===== config.mk =====
export PLATFORM = sky130hd
export DESIGN_NAME = rll_id_field_parser
export DESIGN_NICKNAME = d
export VERILOG_FILES = /design/src/rtl/rll_id_field_parser.sv
export SDC_FILE = /design/constraint.sdc
export NUM_CORES = 1
export LEC_CHECK = 0
export BUFFER_PORTS_ARGS = -buffer_cell sky130_fd_sc_hd__buf_2
export CAP_MARGIN = 20
export CORE_MARGIN = 1.5
export CORE_UTILIZATION = 47
export CTS_CLUSTER_SIZE = 28
export DETAILED_ROUTE_END_ITERATION = 6
export PLACE_DENSITY = 0.66
export SLEW_MARGIN = 20
export SYNTH_ARGS = -nofsm -noshare
export SYNTH_HDL_FRONTEND = slang
export SYNTH_SLANG_ARGS = --single-unit

===== constraint.sdc =====
create_clock -name clk -period 5.2 [get_ports clk]
set_input_delay 0.52 -clock clk [delete_from_list [all_inputs] [get_ports clk]]
set_output_delay 0.52 -clock clk [all_outputs]
set_load 0.005 [all_outputs]

===== src/rtl/rll_id_field_parser.sv =====
`default_nettype none
// ---------------------------------------------------------------------------
// rll_id_field_parser : collects and CRC-checks an RLL ID field after a mark.
// Revision 1.0
// ---------------------------------------------------------------------------
module rll_id_field_parser #(
   parameter logic [15:0] CRC_INIT  = 16'hFFFF,
   parameter int unsigned TIMEOUT   = 512,
   parameter logic [7:0]  HEAD_MASK = 8'h0F
) (
   input  logic        clk,
   input  logic        reset_n,
   input  logic        enable,
   input  logic        id_mark,
   input  logic [7:0]  byte_in,
   input  logic        byte_valid,
   output logic        busy,
   output logic        id_valid,
   output logic        crc_error,
   output logic        timeout_error,
   output logic [15:0] cylinder,
   output logic [7:0]  head,
   output logic [7:0]  sector,
   output logic [15:0] crc_calc
);

   typedef enum logic [1:0] {
      IDLE    = 2'd0,
      COLLECT = 2'd1,
      CHECK   = 2'd2
   } state_t;

   localparam logic [15:0] TIMER_LAST = 16'(TIMEOUT - 1);

   state_t      state, state_nxt;
   logic [2:0]  idx;
   logic [15:0] timer;
   logic [15:0] crc, crc_nxt;
   logic [7:0]  hdr [4];
   logic        accept, last_byte, time_up;
   logic        pulse_ok, pulse_bad, pulse_to;

   // MSB-first CRC-16/CCITT, one whole byte per call
   function automatic logic [15:0] crc_byte(input logic [15:0] c, input logic [7:0] d);
      logic [15:0] r;
      r = c;
      for (int i = 7; i >= 0; i--) begin
         if (r[15] ^ d[i]) r = {r[14:0], 1'b0} ^ 16'h1021;
         else              r = {r[14:0], 1'b0};
      end
      return r;
   endfunction

   always_comb begin
      state_nxt = state;
      accept    = 1'b0;
      last_byte = 1'b0;
      time_up   = 1'b0;
      crc_nxt   = crc_byte(crc, byte_in);
      case (state)
         IDLE: begin
            if (id_mark) state_nxt = COLLECT;
         end
         COLLECT: begin
            // a mark always wins over a coincident byte
            if (id_mark) begin
               state_nxt = COLLECT;
            end else if (byte_valid) begin
               accept = 1'b1;
               if (idx == 3'd5) begin
                  last_byte = 1'b1;
                  state_nxt = CHECK;
               end
            end else if (timer == TIMER_LAST) begin
               time_up   = 1'b1;
               state_nxt = IDLE;
            end
         end
         CHECK: begin
            state_nxt = id_mark ? COLLECT : IDLE;
         end
         default: state_nxt = IDLE;
      endcase
   end

   always_ff @(posedge clk) begin
      if (!reset_n) begin
         state     <= IDLE;
         idx       <= 3'd0;
         timer     <= 16'd0;
         crc       <= CRC_INIT;
         crc_calc  <= 16'd0;
         cylinder  <= 16'd0;
         head      <= 8'd0;
         sector    <= 8'd0;
         pulse_ok  <= 1'b0;
         pulse_bad <= 1'b0;
         pulse_to  <= 1'b0;
         for (int i = 0; i < 4; i++) hdr[i] <= 8'd0;
      end else if (enable) begin
         state     <= state_nxt;
         pulse_ok  <= 1'b0;
         pulse_bad <= 1'b0;
         pulse_to  <= 1'b0;
         if (id_mark) begin
            idx   <= 3'd0;
            timer <= 16'd0;
            crc   <= CRC_INIT;
         end else if (accept) begin
            idx   <= idx + 3'd1;
            timer <= 16'd0;
            crc   <= crc_nxt;
            if (idx < 3'd4) hdr[idx[1:0]] <= byte_in;
            if (idx == 3'd3) crc_calc <= crc_nxt;
            // residue check: register folds to zero over header plus CRC
            if (last_byte) begin
               if (crc_nxt == 16'h0000) begin
                  pulse_ok <= 1'b1;
                  cylinder <= {hdr[0], hdr[1]};
                  head     <= hdr[2] & HEAD_MASK;
                  sector   <= hdr[3];
               end else begin
                  pulse_bad <= 1'b1;
               end
            end
         end else if (time_up) begin
            pulse_to <= 1'b1;
            timer    <= 16'd0;
         end else if (state == COLLECT) begin
            timer <= timer + 16'd1;
         end
      end
   end

   assign busy          = (state == COLLECT);
   assign id_valid      = pulse_ok  & enable;
   assign crc_error     = pulse_bad & enable;
   assign timeout_error = pulse_to  & enable;

endmodule
`default_nettype wire


==> results of run 1 <==
layer usage:
layer,GRT usage [%],up-vias,part of all wire (%)
met4,4.86,0,0.96
met3,4.57,10,3.6
li1,-,1761,-
met5,0,-,0
met1,23.8,1648,46
met2,30.7,48,50
metrics by stage:
step	cell area (sq um)	utilization, %	hold WS (ps)
2_1_floorplan	4820	-	432
3_3_place_gp	5160	52.3	441
3_5_place_dp	5160	52.3	445
4_1_cts	5340	54.1	462
5_1_grt	5340	54.1	475
6_report	5340	54.1	456
critical path, delay by kind of cell (launching register included):
family	cells	cell delay (ps)
buf+inv	1	210
flops	1	350
simple gates	5	2090
where the power goes:
part | leakage (nW) | total [mW] | switching, mW | internal [mW]
sequential | 0.967 | 0.907 | 0.00558 | 0.901
combinational | 1.00 | 0.0960 | 0.0662 | 0.0297
clock | 0.0895 | 0.469 | 0.282 | 0.187
total | 2.06 | 1.47 | 0.354 | 1.12
cell usage in the layout (no fill, tap or decap), types with 2 or more instances in the layout:
cell type and instances:
nand4_1 8, o22ai_1 12, nand2b_1 4, nor3_1 8, nand2_1 106, edfxtp_1 28, xnor2_2 2, ha_1 4
and2_1 30, buf_4 4, o21a_1 2, buf_2 60, or4_1 2, a21oi_1 15, xor2_1 12, nor2_1 33
and3_1 10, a211oi_1 6, dfxtp_1 84, and4_1 3, inv_1 6, o22a_1 2, clkinv_2 3, o21ai_0 7
nand3_1 6, xnor2_1 25, clkbuf_8 10, mux2i_1 28, conb_1 4
logic make-up after synthesis:
logic type	count (synthesis)	synth area share [%]
mux	28	5.83
buf+inv	37	3.77
fa+ha+maj	4	1.04
flops	112	52.5
xor+xnor	40	7.89
compound gates	52	7.34
simple gates	220	21.6
other cells	1	0.0780
state kept, by name, indices dropped and copies added (netlist names):
signal,cells
crc,16
crc_calc,16
cylinder,16
hdr,28
head,4
idx,3
pulse_bad,1
pulse_ok,1
pulse_to,1
sector,8
state,2
timer,16
how the worst max path moves through the flow:
stage	start	to	slack, ps	cells after the start
after floorplan	byte_in[0]	cylinder[10]	2600	7
after global placement	id_mark	hdr[0][1]	2040	7
after detailed placement	id_mark	hdr[0][0]	1880	7
after CTS	state[1]	hdr[0][3]	2190	6
after global routing	state[1]	hdr[0][3]	1780	6
final	state[1]	hdr[0][3]	2220	6
area by class of cell:
type	instances	area share (%)
clock buffer	11	2.65
tap	133	3.12
sequential	112	47.3
multi-input combinational	348	39.7
inverter	7	0.492
clock inverter	5	0.586
timing repair buffer	64	6.19
==> impl_metrics.env, run 1 <==
export IMPL_status="completed"
export IMPL_max_freq_ghz=0.335
export IMPL_via_per_inst=5.10
export IMPL_async_flop_share_pct=0
export IMPL_worst_pin_slew_ps=793
export IMPL_drive_gt1_share_pct=15.7
export IMPL_hold_class="register to register"
export IMPL_dp_hpwl_um=6680
export IMPL_placementRows=36
export IMPL_criticalPathCategory="register to register"
export IMPL_ctsResizeCount=0
export IMPL_synth_enable_flop_cells=28
export IMPL_synth_area_leader_cell="dfxtp_1"
export IMPL_gp_congestion=0.814
export IMPL_track_usage_pct=18.4
export IMPL_finalSetupViolCount=0
export IMPL_syn_avg_cell_area_sq_um=9.73
export IMPL_wl_per_cell_um=14.2
export IMPL_start_util_pct=48.7
export IMPL_h_tree_depth=3
export IMPL_synth_seq_cells=112
export IMPL_finalCriticalPeriod_ps=2980
export IMPL_insertion_delay_ps=370
export IMPL_slowest_stage="nand4_1"
export IMPL_post_route_period_util_pct=57.4
export IMPL_dp_cells=664
export IMPL_timing_rr_start="state[1]"
export IMPL_rsz0062_at_grt="false"
export IMPL_endpoint_kind="register"
export IMPL_io_pin_count=65
export IMPL_min_from="sector[4]"
export IMPL_antenna_found_initial=0
export IMPL_cts_max_path_buffers=2
export IMPL_cap_violations=0
export IMPL_total_power_mw=1.47
export IMPL_ant_nets=0
export IMPL_worstPathArrival_ps=3010
export IMPL_setup_tns_ps=0
export IMPL_syn_instance_count=494
export IMPL_cts_tree="yes"
export IMPL_hold_buffers=0
export IMPL_ys_warn_count=0
export IMPL_antenna_cells=0
export IMPL_crit_path_max_fanout=15
export IMPL_max_vdd_ir_drop_mv=0.149
export IMPL_finalWirelength_um=9650
export IMPL_cts_buffers=9
export IMPL_hold_depth=2
export IMPL_seq_area_sq_um=2520
export IMPL_clkTransAtPathRegs_ps=110
export IMPL_final_nets=559
export IMPL_slowest_delay_ps=590
export IMPL_finClkSkew_ps=11.1
export IMPL_synthTopCellsByCount="nand2_1 (106), dfxtp_1 (84), nor2_1 (34), and2_1 (30)"
export IMPL_relSlewSlack_pct=47.1
export IMPL_r2r_setup_slack_ps=2220
export IMPL_first_pass_iters=5
export IMPL_finalNonFillerCells=680
export IMPL_io_buffers=60
export IMPL_clock_sinks=112
export IMPL_dp_slack_ps=1880
export IMPL_die_h_um=104
export IMPL_grt_max_degree=79
export IMPL_grt_pass1_vias=3231
export IMPL_yosysSeqAreaShare_pct=52.5
export IMPL_die_area_sq_um=10800
export IMPL_hold_viol=0
export IMPL_post_cts_buffers=0
export IMPL_path_cells="nor2_1, nand4_1, nor3_1, buf_4, nor3b_1, nand2b_1"
export IMPL_netlist_area_leader_share_pct=35.0
export IMPL_area_delta_synth_final_pct=11.0
export IMPL_cts_root_buf="clkbuf_8"
export IMPL_coreArea_sq_um=9860
export IMPL_vias=3467
export IMPL_synth_flop_cell="dfxtp_1"
export IMPL_regToRegEndpoint="hdr[0][3]"
export IMPL_min_to="sector[4]"
export IMPL_ys_top_cells_by_area="dfxtp_1 (35%), edfxtp_1 (17%), nand2_1 (8.3%), mux2i_1 (5.8%), xnor2_1 (4.6%)"
export IMPL_synth_cell_area_sq_um=4810
export IMPL_finalMaxSlewViolations=0
export IMPL_drc=0
export IMPL_worst_slack_ps=2220
export IMPL_multiInputGateArea_sq_um=2120
export IMPL_nFillCells=932
export IMPL_start_kind="register"
export IMPL_yosys_cell_count_top_type="nand2_1"
export IMPL_grt_overflow=0
export IMPL_drt_iter0_drc=112
export IMPL_pwr_density_cell_nw_per_um2=276
export IMPL_required_ps=5230
export IMPL_dieWidth_um=104
export IMPL_p_leak_nw=2.06
export IMPL_synthDistinctLibCells=48
export IMPL_r2r_cells=6
export IMPL_grt_pass1_wl_um=16000
Power figures use the tool's default switching activity.
==> run 2: changes to the inputs <==
--- a/config.mk
+++ b/config.mk
@@ -11,7 +11,7 @@
 export CORE_UTILIZATION = 47
 export CTS_CLUSTER_SIZE = 28
 export DETAILED_ROUTE_END_ITERATION = 6
-export PLACE_DENSITY = 0.66
+export PLACE_DENSITY = 0.69
 export SLEW_MARGIN = 20
 export SYNTH_ARGS = -nofsm -noshare
 export SYNTH_HDL_FRONTEND = slang
==> constraint.sdc (replaced) <==
create_clock -name clk -period 2.5 [get_ports clk]
set_input_delay 0.25 -clock clk [delete_from_list [all_inputs] [get_ports clk]]
set_output_delay 0.25 -clock clk [all_outputs]
set_load 0.005 [all_outputs]
==> run 2 against run 1 <==
Global-route usage increased by 1.7 points. Cell area increased by 3.9%. Maximum frequency increased by 24%. Worst setup slack got worse by 2100 ps. Cell count increased by 3.2%. Critical path type unchanged. Largest cell class unchanged.
==> impl_metrics.env, run 2 (synthesized netlist as in run 1, its figures left out) <==
export IMPL_dp_hpwl_um=7160
export IMPL_grt_overflow=0
export IMPL_slowest_stage="or4b_4"
export IMPL_cts_buffers=9
export IMPL_cap_violations=0
export IMPL_ant_nets=0
export IMPL_coreArea_sq_um=9860
export IMPL_p_leak_nw=2.19
export IMPL_final_nets=581
export IMPL_placementRows=36
export IMPL_regMostFlops="hdr"
export IMPL_drt_iter0_drc=208
export IMPL_r2r_cells=7
export IMPL_first_pass_iters=4
export IMPL_hold_viol=0
export IMPL_cp_depth=7
export IMPL_vias=3607
export IMPL_mostFrequentLayoutCells="nand2_1 (106), dfxtp_1 (83), buf_2 (60), nor2_1 (34), and2_1 (30)"
export IMPL_finalSetupViolCount=0
export IMPL_finClkSkew_ps=8.80
export IMPL_max_freq_ghz=0.416
export IMPL_start_kind="register"
export IMPL_worst_slack_ps=96.2
export IMPL_status="completed"
export IMPL_seq_area_sq_um=2520
export IMPL_track_usage_pct=20.0
export IMPL_r2r_setup_slack_ps=100
export IMPL_drive_gt1_share_pct=19.5
export IMPL_final_util_pct=56.2
export IMPL_cp_top_family="XOR/XNOR gates"
export IMPL_multiInputGateArea_sq_um=2130
export IMPL_dieWidth_um=104
export IMPL_largest_reg_flops=28
export IMPL_hold_class="input pin to register"
export IMPL_slowest_delay_ps=530
export IMPL_via_per_inst=5.14
export IMPL_wl_per_cell_um=15.0
export IMPL_cts_max_path_buffers=2
export IMPL_timing_rr_start="crc[8]"
export IMPL_min_from="byte_in[7]"
export IMPL_critPathLaunch="crc[8]"
export IMPL_rsz0062_at_grt="true"
export IMPL_cts_tree="yes"
export IMPL_die_h_um=104
export IMPL_finalWirelength_um=10500
export IMPL_clock_sinks=112
export IMPL_endpoint_kind="register"
export IMPL_design_area_sq_um=5540
export IMPL_criticalPathCategory="register to register"
export IMPL_relSlewSlack_pct=48.5
export IMPL_worst_pin_slew_ps=772
export IMPL_grt_pass1_vias=3536
export IMPL_dp_slack_ps=-13.9
export IMPL_nFillCells=881
export IMPL_crit_path_max_fanout=8
export IMPL_grt_max_degree=79
export IMPL_area_delta_synth_final_pct=15.3
export IMPL_start_util_pct=48.7
export IMPL_max_vdd_ir_drop_mv=0.286
export IMPL_required_ps=2800
export IMPL_finalCriticalPeriod_ps=2400
export IMPL_antenna_found_initial=0
export IMPL_hold_buffers=0
export IMPL_crit_buf_inv=2
export IMPL_io_buffers=60
export IMPL_finalMaxSlewViolations=0
export IMPL_critPathCapture="head[2]"
export IMPL_worstPathArrival_ps=2700
export IMPL_regToRegEndpoint="head[2]"
export IMPL_io_pin_count=65
export IMPL_clkTransAtPathRegs_ps=100
export IMPL_antenna_cells=0
export IMPL_cts_root_buf="clkbuf_8"
export IMPL_h_tree_depth=3
export IMPL_pwr_density_cell_nw_per_um2=560
export IMPL_insertion_delay_ps=370
export IMPL_mostFrequentLayoutCell="nand2_1"
export IMPL_post_route_period_util_pct=96.2
export IMPL_gp_congestion=0.841
export IMPL_drc=0
export IMPL_dpl_cell_area_sq_um=5310
export IMPL_die_area_sq_um=10800
export IMPL_grt_pass1_wl_um=17300
export IMPL_path_cells="xnor2_2, xnor3_1, or4b_4, a2111oi_4, buf_4, buf_12, mux2i_2"
run 2: repair_timing:
action / CTS / global route
cloned: 2 / 0
setup buffers: 3 / 0
endpoints found under the setup margin: 5 / 24
pin swaps: 4 / 2
hold endpoints to repair: 0 / 0
resized for setup: 0 / 5
run 2: area by class of cell:
class	instances	share of cell area (%)
Tap cell	133	3.00
Multi-Input combinational cell	348	38.4
Inverter	7	0.474
Sequential cell	112	45.5
Clock inverter	5	0.542
Clock buffer	11	2.55
Timing Repair Buffer	86	9.53
run 2: worst min-delay path by stage:
stage,cells past startpoint,slack [ps],end
2_1_floorplan,2,430,pulse_to
3_3_place_gp,2,440,cylinder[0]
3_5_place_dp,2,450,pulse_to
4_1_cts,2,220,hdr[0][7]
5_1_grt,2,240,hdr[0][7]
6_report,2,250,hdr[0][7]
run 2: metal layers:
metal	global-route usage, %	vias to the layer above	routed length (um)
met4	8.43	0	233
met1	26.0	1716	4820
met3	3.63	20	347
li1	-	1807	-
met5	0	-	0
met2	32.9	64	5150
run 2: power breakdown:
group | internal (mW) | total, mW | switching (mW) | leakage [nW]
logic | 0.0846 | 0.233 | 0.149 | 1.13
registers | 1.87 | 1.89 | 0.0116 | 0.966
clock network | 0.390 | 0.985 | 0.595 | 0.0938
run 2: worst register-to-register path: cells and delay by family, from the launching register on:
family                    cells  cell delay, ps
DFF                           1             350
xor gates and xnor gates      2             530
and+or+nand+nor               1             530
AOI/OAI and AO/OA             1             330
buffers and inverters         2             390
muxes                         1             210
run 2: stage by stage:
step                hold slack [ps]  TNS (ps)  std cells  power, mW
detailed placement              445     -29.8        682       2.16
global placement                441         0        682       2.15
floorplan                       432         0        497       2.07
finish                          245         0        702       3.10
global route                    238     -9.85        702       3.22
CTS                             223         0        703       3.13
==> run 3: changes to the inputs <==
--- a/config.mk
+++ b/config.mk
@@ -8,10 +8,10 @@
 export BUFFER_PORTS_ARGS = -buffer_cell sky130_fd_sc_hd__buf_2
 export CAP_MARGIN = 20
 export CORE_MARGIN = 1.5
-export CORE_UTILIZATION = 47
+export CORE_UTILIZATION = 45
 export CTS_CLUSTER_SIZE = 28
 export DETAILED_ROUTE_END_ITERATION = 6
-export PLACE_DENSITY = 0.69
+export PLACE_DENSITY = 0.64
 export SLEW_MARGIN = 20
 export SYNTH_ARGS = -nofsm -noshare
 export SYNTH_HDL_FRONTEND = slang
==> constraint.sdc (replaced) <==
create_clock -name clk -period 2.6 [get_ports clk]
set_input_delay 0.26 -clock clk [delete_from_list [all_inputs] [get_ports clk]]
set_output_delay 0.26 -clock clk [all_outputs]
set_load 0.005 [all_outputs]
==> run 3 against run 2 <==
First-iteration DRC count is 45% lower. Sequential cell count unchanged. Critical endpoint is now head[1]. Global-route usage is 1.6 points lower. Non-clock buffer count down 8. Critical path type unchanged.
==> impl_metrics.env, run 3 (synthesized netlist as in run 1, its figures left out) <==
export IMPL_cts_root_buf="clkbuf_8"
export IMPL_cts_max_path_buffers=2
export IMPL_grt_pass1_wl_um=16500
export IMPL_max_vdd_ir_drop_mv=0.343
export IMPL_path_cells="xnor2_2, xnor3_1, or4b_4, a2111oi_4, buf_12, mux2i_1"
export IMPL_grt_overflow=0
export IMPL_wl_per_cell_um=14.2
export IMPL_track_usage_pct=18.4
export IMPL_final_nets=573
export IMPL_gp_congestion=0.848
export IMPL_ant_nets=0
export IMPL_finalSetupViolCount=0
export IMPL_mostFrequentLayoutCell="nand2_1"
export IMPL_criticalPathCategory="register to register"
export IMPL_placementRows=37
export IMPL_cap_violations=0
export IMPL_pwr_density_cell_nw_per_um2=550
export IMPL_antenna_found_initial=0
export IMPL_busiest_layer="met2"
export IMPL_worst_pin_slew_ps=770
export IMPL_total_power_mw=3.00
export IMPL_finalWirelength_um=9890
export IMPL_worstPathArrival_ps=2750
export IMPL_hold_class="input pin to register"
export IMPL_via_per_inst=5.01
export IMPL_cts_buffers=9
export IMPL_drc=0
export IMPL_dp_hpwl_um=6990
export IMPL_cts_tree="yes"
export IMPL_vias=3493
export IMPL_io_buffers=60
export IMPL_die_area_sq_um=11300
export IMPL_r2r_setup_slack_ps=130
export IMPL_rsz0062_at_grt="false"
export IMPL_finalCriticalPeriod_ps=2470
export IMPL_status="completed"
export IMPL_post_route_period_util_pct=94.9
export IMPL_dieWidth_um=106
export IMPL_grt_util_met2_pct=31.0
export IMPL_clock_sinks=112
export IMPL_mostFrequentLayoutCells="nand2_1 (106), dfxtp_1 (84), buf_2 (60), nor2_1 (34), and2_1 (30)"
export IMPL_io_pin_count=65
export IMPL_max_freq_ghz=0.405
export IMPL_crit_buf_inv=1
export IMPL_required_ps=2880
export IMPL_finClkSkew_ps=15.8
export IMPL_first_pass_iters=4
export IMPL_setup_tns_ps=0
export IMPL_die_h_um=106
export IMPL_clkTransAtPathRegs_ps=100
export IMPL_antenna_cells=0
export IMPL_insertion_delay_ps=360
export IMPL_slowest_stage="or4b_4"
export IMPL_p_leak_nw=2.14
export IMPL_cp_top_family="simple AND/OR/NAND/NOR gates"
export IMPL_ctsResizeCount=0
export IMPL_crit_path_max_fanout=29
export IMPL_finalMaxSlewViolations=0
export IMPL_endpoint_kind="register"
export IMPL_slowest_delay_ps=570
export IMPL_start_kind="register"
export IMPL_post_cts_buffers=0
export IMPL_grt_max_degree=79
export IMPL_largest_reg_flops=28
export IMPL_area_delta_synth_final_pct=13.7
export IMPL_coreArea_sq_um=10300
export IMPL_start_util_pct=46.6
export IMPL_relSlewSlack_pct=48.7
export IMPL_h_tree_depth=3
export IMPL_hold_buffers=0
export IMPL_hold_viol=0
export IMPL_drt_iter0_drc=114
export IMPL_grt_pass1_vias=3375
export IMPL_drive_gt1_share_pct=17.8
export IMPL_grt_use_met3_pct=2.82
export IMPL_use_met1_pct=24.3
export IMPL_regMostFlops="hdr"
-- run 3: path summary, 6_finish.rpt --
path / from / to / cells after the start
max: crc[8] / head[1] / 6
min: enable / pulse_bad / 2
max reg2reg: crc[8] / head[1] / 6
min reg2reg: sector[5] / sector[5] / 2
-- run 3: per-layer routing --
metal  up-vias  routed length (um)
met5         -                   0
met4         0                  98
met3         6                 356
met2        52                4760
met1      1641                4680
li1       1794                   -
-- run 3: where the power goes --
| part | internal (mW) | total (mW) | switching (mW) |
|---|---|---|---|
| registers | 1.80 | 1.81 | 0.0109 |
| logic | 0.0770 | 0.214 | 0.137 |
| clock network | 0.369 | 0.977 | 0.608 |
| total | 2.25 | 3.00 | 0.756 |
-- run 3: per-stage QoR --
step                      utilization (%)  worst slack, ps  instance area [sq um]  hold slack, ps  cells
after detailed placement             51.2             73.9                   5280             443    681
after global placement               51.2              160                   5280             441    681
after CTS                            52.9              123                   5470             239    697
after floorplan                         -              166                   4820             432    497
after global routing                 52.9             3.57                   5470             255    697
final                                52.9              133                   5470             252    697
-- run 3: area by class of cell --
class,count,area (sq um)
tap,136,170
sequential,112,2520
inverter,7,26.3
fill,977,4860
multi-input combinational,348,2110
clock inverter,7,60.1
timing repair buffer,78,448
clock buffer,9,124
